`src/rtl/arm_multicycle_ctrl.sv`:
```
// Multi-cycle FSM controller for the ARM-subset datapath.
// Sequences each instruction through FETCH, DECODE, EXEC, MEM and WB.
`timescale 1ns/1ps
module arm_multicycle_ctrl #(
   parameter int ALUCTRL_W   = 2,
   parameter int MEM_TIMEOUT = 15
) (
   input  logic                 clk,
   input  logic                 rst_n,
   input  logic [31:0]          instr_i,
   input  logic                 instr_valid_i,
   output logic                 instr_ready_o,
   input  logic [3:0]           alu_flags_i,
   input  logic                 mem_ack_i,
   output logic                 mem_req_o,
   output logic                 mem_we_o,
   output logic [1:0]           reg_src_o,
   output logic                 reg_write_o,
   output logic [1:0]           imm_src_o,
   output logic                 alu_src_o,
   output logic [ALUCTRL_W-1:0] alu_control_o,
   output logic                 mem_to_reg_o,
   output logic                 pc_src_o,
   output logic                 pc_write_o,
   output logic                 ir_write_o,
   output logic [3:0]           flags_o,
   output logic [2:0]           state_o,
   output logic                 err_o
);

   typedef enum logic [2:0] {
      FETCH  = 3'd0,
      DECODE = 3'd1,
      EXEC   = 3'd2,
      MEM    = 3'd3,
      WB     = 3'd4,
      ERR    = 3'd5
   } state_t;

   localparam logic [7:0] TIMEOUT_LAST = 8'(MEM_TIMEOUT - 1);

   state_t      state_q, state_d;
   logic [31:0] ir_q, ir_d;
   logic [3:0]  flags_q, flags_d;
   logic [7:0]  cnt_q, cnt_d;

   logic [3:0]  cond, cmd, rd;
   logic [1:0]  op;
   logic        immBit, sBit;
   logic        condPass, dpValid, isCmp;
   logic [ALUCTRL_W-1:0] dpCtrl;
   logic        readyInt, irWriteInt;
   logic        unusedIr;

   assign cond     = ir_q[31:28];
   assign op       = ir_q[27:26];
   assign immBit   = ir_q[25];
   assign cmd      = ir_q[24:21];
   assign sBit     = ir_q[20];
   assign rd       = ir_q[15:12];
   assign unusedIr = ^{ir_q[19:16], ir_q[11:0]};

   // Condition check on {N,Z,C,V}; cond=1111 is trapped separately in DECODE.
   always_comb begin
      condPass = 1'b0;
      case (cond)
         4'h0: condPass = flags_q[2];
         4'h1: condPass = ~flags_q[2];
         4'h2: condPass = flags_q[1];
         4'h3: condPass = ~flags_q[1];
         4'h4: condPass = flags_q[3];
         4'h5: condPass = ~flags_q[3];
         4'h6: condPass = flags_q[0];
         4'h7: condPass = ~flags_q[0];
         4'h8: condPass = flags_q[1] & ~flags_q[2];
         4'h9: condPass = ~flags_q[1] | flags_q[2];
         4'hA: condPass = (flags_q[3] == flags_q[0]);
         4'hB: condPass = (flags_q[3] != flags_q[0]);
         4'hC: condPass = ~flags_q[2] & (flags_q[3] == flags_q[0]);
         4'hD: condPass = flags_q[2] | (flags_q[3] != flags_q[0]);
         4'hE: condPass = 1'b1;
         default: condPass = 1'b0;
      endcase
   end

   always_comb begin
      dpValid = 1'b1;
      isCmp   = 1'b0;
      dpCtrl  = '0;
      case (cmd)
         4'b0100: dpCtrl = ALUCTRL_W'(2'd0);
         4'b0010: dpCtrl = ALUCTRL_W'(2'd1);
         4'b0000: dpCtrl = ALUCTRL_W'(2'd2);
         4'b1100: dpCtrl = ALUCTRL_W'(2'd3);
         4'b1010: begin
            dpCtrl = ALUCTRL_W'(2'd1);
            isCmp  = 1'b1;
         end
         4'b0001: begin
            if (ALUCTRL_W >= 3) dpCtrl = ALUCTRL_W'(3'b100);
            else                dpValid = 1'b0;
         end
         default: dpValid = 1'b0;
      endcase
   end

   always_comb begin
      state_d       = state_q;
      ir_d          = ir_q;
      flags_d       = flags_q;
      cnt_d         = cnt_q;
      readyInt      = 1'b0;
      irWriteInt    = 1'b0;
      mem_req_o     = 1'b0;
      mem_we_o      = 1'b0;
      reg_src_o     = 2'b00;
      reg_write_o   = 1'b0;
      imm_src_o     = 2'b00;
      alu_src_o     = 1'b0;
      alu_control_o = '0;
      mem_to_reg_o  = 1'b0;
      pc_src_o      = 1'b0;
      pc_write_o    = 1'b0;
      case (state_q)
         FETCH: begin
            readyInt = 1'b1;
            if (instr_valid_i) begin
               irWriteInt = 1'b1;
               ir_d       = instr_i;
               state_d    = DECODE;
            end
         end
         DECODE: begin
            if (cond == 4'hF || op == 2'b11) begin
               state_d = ERR;
            end else if (!condPass) begin
               pc_write_o = 1'b1;
               state_d    = FETCH;
            end else begin
               state_d = EXEC;
            end
         end
         EXEC: begin
            case (op)
               2'b00: begin
                  alu_src_o = immBit;
                  if (!dpValid) begin
                     state_d = ERR;
                  end else begin
                     alu_control_o = dpCtrl;
                     if (sBit || isCmp) flags_d = alu_flags_i;
                     if (isCmp) begin
                        pc_write_o = 1'b1;
                        state_d    = FETCH;
                     end else begin
                        state_d = WB;
                     end
                  end
               end
               2'b01: begin
                  imm_src_o = 2'b01;
                  alu_src_o = 1'b1;
                  reg_src_o = sBit ? 2'b00 : 2'b10;
                  state_d   = MEM;
               end
               2'b10: begin
                  imm_src_o  = 2'b10;
                  reg_src_o  = 2'b01;
                  alu_src_o  = 1'b1;
                  pc_src_o   = 1'b1;
                  pc_write_o = 1'b1;
                  state_d    = FETCH;
               end
               default: state_d = ERR;
            endcase
         end
         MEM: begin
            mem_req_o = 1'b1;
            mem_we_o  = ~sBit;
            // An ack arriving on the last allowed cycle still completes the access.
            if (mem_ack_i) begin
               cnt_d = '0;
               if (sBit) begin
                  state_d = WB;
               end else begin
                  pc_write_o = 1'b1;
                  state_d    = FETCH;
               end
            end else begin
               cnt_d = cnt_q + 8'd1;
               if (cnt_q == TIMEOUT_LAST) state_d = ERR;
            end
         end
         WB: begin
            reg_write_o  = 1'b1;
            mem_to_reg_o = (op == 2'b01) & sBit;
            pc_src_o     = (rd == 4'hF);
            pc_write_o   = 1'b1;
            state_d      = FETCH;
         end
         ERR: begin
            state_d = ERR;
         end
         default: state_d = ERR;
      endcase
   end

   always_ff @(posedge clk or negedge rst_n) begin
      if (!rst_n) begin
         state_q <= FETCH;
         ir_q    <= '0;
         flags_q <= '0;
         cnt_q   <= '0;
      end else begin
         state_q <= state_d;
         ir_q    <= ir_d;
         flags_q <= flags_d;
         cnt_q   <= cnt_d;
      end
   end

   // The handshake strobes see instr_valid directly, so hold them low while in reset.
   assign instr_ready_o = readyInt & rst_n;
   assign ir_write_o    = irWriteInt & rst_n;
   assign flags_o       = flags_q;
   assign state_o       = state_q;
   assign err_o         = (state_q == ERR);

endmodule

```
`config.mk`:
```
export PLATFORM = sky130hd
export DESIGN_NAME = arm_multicycle_ctrl
export DESIGN_NICKNAME = d
export VERILOG_FILES = /design/src/rtl/arm_multicycle_ctrl.sv
export SDC_FILE = /design/constraint.sdc
export NUM_CORES = 1
export LEC_CHECK = 0
export ABC_AREA = 1
export CAP_MARGIN = 20
export CELL_PAD_IN_SITES_DETAIL_PLACEMENT = 1
export CELL_PAD_IN_SITES_GLOBAL_PLACEMENT = 1
export CORE_MARGIN = 2
export CORE_UTILIZATION = 33
export CTS_BUF_LIST = sky130_fd_sc_hd__clkbuf_8
export CTS_CLUSTER_SIZE = 14
export DETAILED_ROUTE_END_ITERATION = 12
export MAX_ROUTING_LAYER = met4
export PLACE_DENSITY_LB_ADDON = 0.3
export SYNTH_ARGS = -nofsm -noshare
export SYNTH_HDL_FRONTEND = slang
export SYNTH_SLANG_ARGS = --single-unit
```
`constraint.sdc`:
```
create_clock -name clk -period 1.61 [get_ports clk]
set_input_delay 0.161 -clock clk [delete_from_list [all_inputs] [get_ports clk]]
set_output_delay 0.161 -clock clk [all_outputs]
set_load 0.01 [all_outputs]
```
==> impl_metrics.yaml <==
setup_path:
  path_cells: "inv_2 -> nand2_2 -> nand2_2 -> nand2_2 -> nand3_1 -> nand2_1 -> nor2_2 -> nand3_2 -> nand3_2 -> buf_6"
  worstSetupPathType: "reg -> out"
  cp-end-kind: "output pin"
  cp-start-kind: "flop"
  slowest_delay_ns: 0.43
  critPathSlowestCell: "dfrtp_1"
  crit_top_cell: "nand2_2"
  r2r_start: "state_o[1]"
  timing.rr.end: "ir_q[14]"
  worstPathRequired_ns: 1.45
  ff2ff_setup_slack_ns: 0.01
  r2r_cells: 6
  path_max_fanout: 4
  arrival_ns: 1.72
global_route:
  grt_pass1_wl_um: 11500
  grt_pass1_vias: 2327
  grt_max_degree: 32
  grt_overflow_total: 0
  grt_antenna_before_repair: 0
  gr-usage-all-layers_pct: 24.8
yosys:
  yosys.area.top_type_share_pct: 42.3
  synth-seq-cells: 31
  syn-num-nets: 288
  syn_area_per_cell_sq_um: 7.57
  ys_top_cells_by_area: "dfrtp_1 42%, nand2_1 8.2%, nor2_1 7.8%"
  synth_warnings: 0
  yosysUniqueCellTypes: 27
  yosysSeqAreaShare_pct: 42.3
  syn_inst: 242
  yosysTopAreaCell: "dfrtp_1"
  syn_area_sq_um: 1830
detailed_routing:
  wl_met2_um: 4310
  wirelength_um: 8360
  first_iter_violations: 139
  m1WireLength_um: 3430
  wl_per_cell_um: 19.3
  via_per_inst: 5.12
  dr.pass1.iters: 4
  top_layer: "met4"
  vias: 2217
  drc: 0
  wl_met3_um: 288
  ant_nets: 0
cts:
  cts_tree: "yes"
  clock_latency_ns: 0.30
  cts-root-buf: "clkbuf_8"
  clock_sinks: 31
  numCtsBuffers: 5
  cts_buffer_depth: 2
  path_clk_slew_ns: 0.07
  hold_buffers: 0
  htreeDepth: 2
timing:
  skew_ns: 0.00585
  tightest_slew_ns: 0.435
  relSlewSlack_pct: 70.8
  fin_crit_ns: 1.89
  fmax_mhz: 530
  rsz0062_at_grt: "yes"
  final_hold_viol_count: 0
  post-route-period-util_pct: 117
  setup_tns_ns: -0.497
  setup_violations: 5
  slew_viol_final: 0
  postLayoutSetupSlackWorst_ns: -0.276
power_and_ir_drop:
  p_switching_w: 0.00291
  p_leak_nw: 1.59
  p_per_area_nw_per_um2: 1940
  internal_power_w: 0.00344
  vdd_ir_drop_max_mv: 0.981
  swShare_pct: 45.8
  p_seq_share_pct: 24.1
  comb_power_share_pct: 64.8
  total_power_w: 0.00635
  clockPowerShare_pct: 11.1
place:
  dp_hpwl_um: 4250
  port_buffers: 46
  gp_congestion: 0.840
  dpl.cell_count: 406
  dpl_cell_area_sq_um: 2740
worst_hold_path:
  min_path_type: "in -> async"
floorplan:
  die_h_um: 78.5
  die_w_um: 78.5
  ios: 63
  start_util_pct: 33.7
  coreArea_sq_um: 5440
  fp-row-count: 27
  design.die.area_sq_um: 6170
cells_and_area:
  final_common_cell: "buf_4"
  instances_no_fill: 433
  final_nets: 406
  utilization_pct: 60.1
  antennaDiodeCount: 0
  drive_gt1_share_pct: 47.6
  layout_common_cells: "55 x buf_4, 28 x nand2_1, 28 x clkdlybuf4s50_1"
  design_area_sq_um: 3270
  area_growth_pct: 78.2
run:
  cap_violations: 0
status:
  violations: "negative setup slack"
  run_status: "finished with violations"
## metal layers
layer,up-vias,global-route usage [%]
met5,-,-
li1,1029,-
met1,1092,28.6
met3,29,4.94
met4,0,11.8
met2,67,41.5
## repair_timing
item,4_1_cts,5_1_grt
setup buffers,16,13
gates resized for setup,103,69
setup endpoints to repair,17,28
pin swaps,16,22
## critical path, delay by kind of cell (launching register included)
family | cells | cell delay [ns]
and+or+nand+nor | 8 | 0.78
buffers and inverters | 2 | 0.20
DFF | 1 | 0.43
## power groups by stage
stage                     logic [W]  registers (W)  clock network (W)
after floorplan             0.00132        0.00142                  0
after global placement      0.00261        0.00141                  0
after detailed placement    0.00268        0.00143                  0
after CTS                   0.00322        0.00145           0.000697
after global routing        0.00438        0.00157           0.000745
final                       0.00411        0.00153           0.000706
## how the worst max path moves through the flow
| stage | start | end | slack, ns | depth (start not counted) |
|---|---|---|---|---|
| floorplan | state_o[1] | ir_write_o | 0.20 | 4 |
| global placement | ir_q[26] | pc_write_o | -0.30 | 7 |
| detailed placement | ir_q[26] | pc_write_o | -0.34 | 7 |
| CTS | ir_q[29] | pc_write_o | -0.18 | 10 |
| global route | flags_o[0] | pc_write_o | -0.32 | 10 |
| finish | flags_o[3] | pc_write_o | -0.28 | 10 |
## flip-flops by register name, indices dropped and copies added (netlist names)
name,cells
state_o,3
ir_q,16
cnt_q,8
flags_o,4
## layout make-up
class / instances / area [sq um]
Fill cell: 649 / 2170
Multi-Input combinational cell: 170 / 1180
Timing Repair Buffer: 114 / 963
Sequential cell: 31 / 783
Inverter: 38 / 150
Clock buffer: 7 / 96.3
Tap cell: 72 / 90.1
Clock inverter: 1 / 3.75
## synth_stat cells
master    number
a22oi_1        1
clkbuf_1       1
o22ai_1        4
nand3_4        1
mux2_2         6
nand3_1       16
o21ai_0        8
a31oi_1        1
nor2_1        38
buf_2          1
o21bai_1       1
nand2_1       40
nor3_1        10
buf_4          1
nor2_4         1
a21oi_1       24
nor2_2         2
inv_2          3
a211oi_1       1
dfrtp_1       31
nand3_2        3
xor2_1         1
nor4_1         2
nand3b_1       1
inv_1         35
ha_1           6
nand4_1        3
## metrics by stage
stage / setup slack [ns] / hold slack (ns)
CTS: -0.178 / 0.323
floorplan: 0.200 / -0.135
detailed placement: -0.343 / 0.494
global placement: -0.303 / 0.490
finish: -0.276 / 0.333
global route: -0.317 / 0.349
## kinds of logic after synthesis
| logic type | Yosys count | synth area share [%] |
|---|---|---|
| AOI/OAI and AO/OA | 40 | 11.7 |
| xor gates and xnor gates | 1 | 0.478 |
| adders and majority gates | 6 | 4.10 |
| buffers and inverters | 41 | 8.67 |
| DFF | 31 | 42.3 |
| muxes | 6 | 3.69 |
| and+or+nand+nor | 117 | 29.1 |
Power figures use the tool's default switching activity.
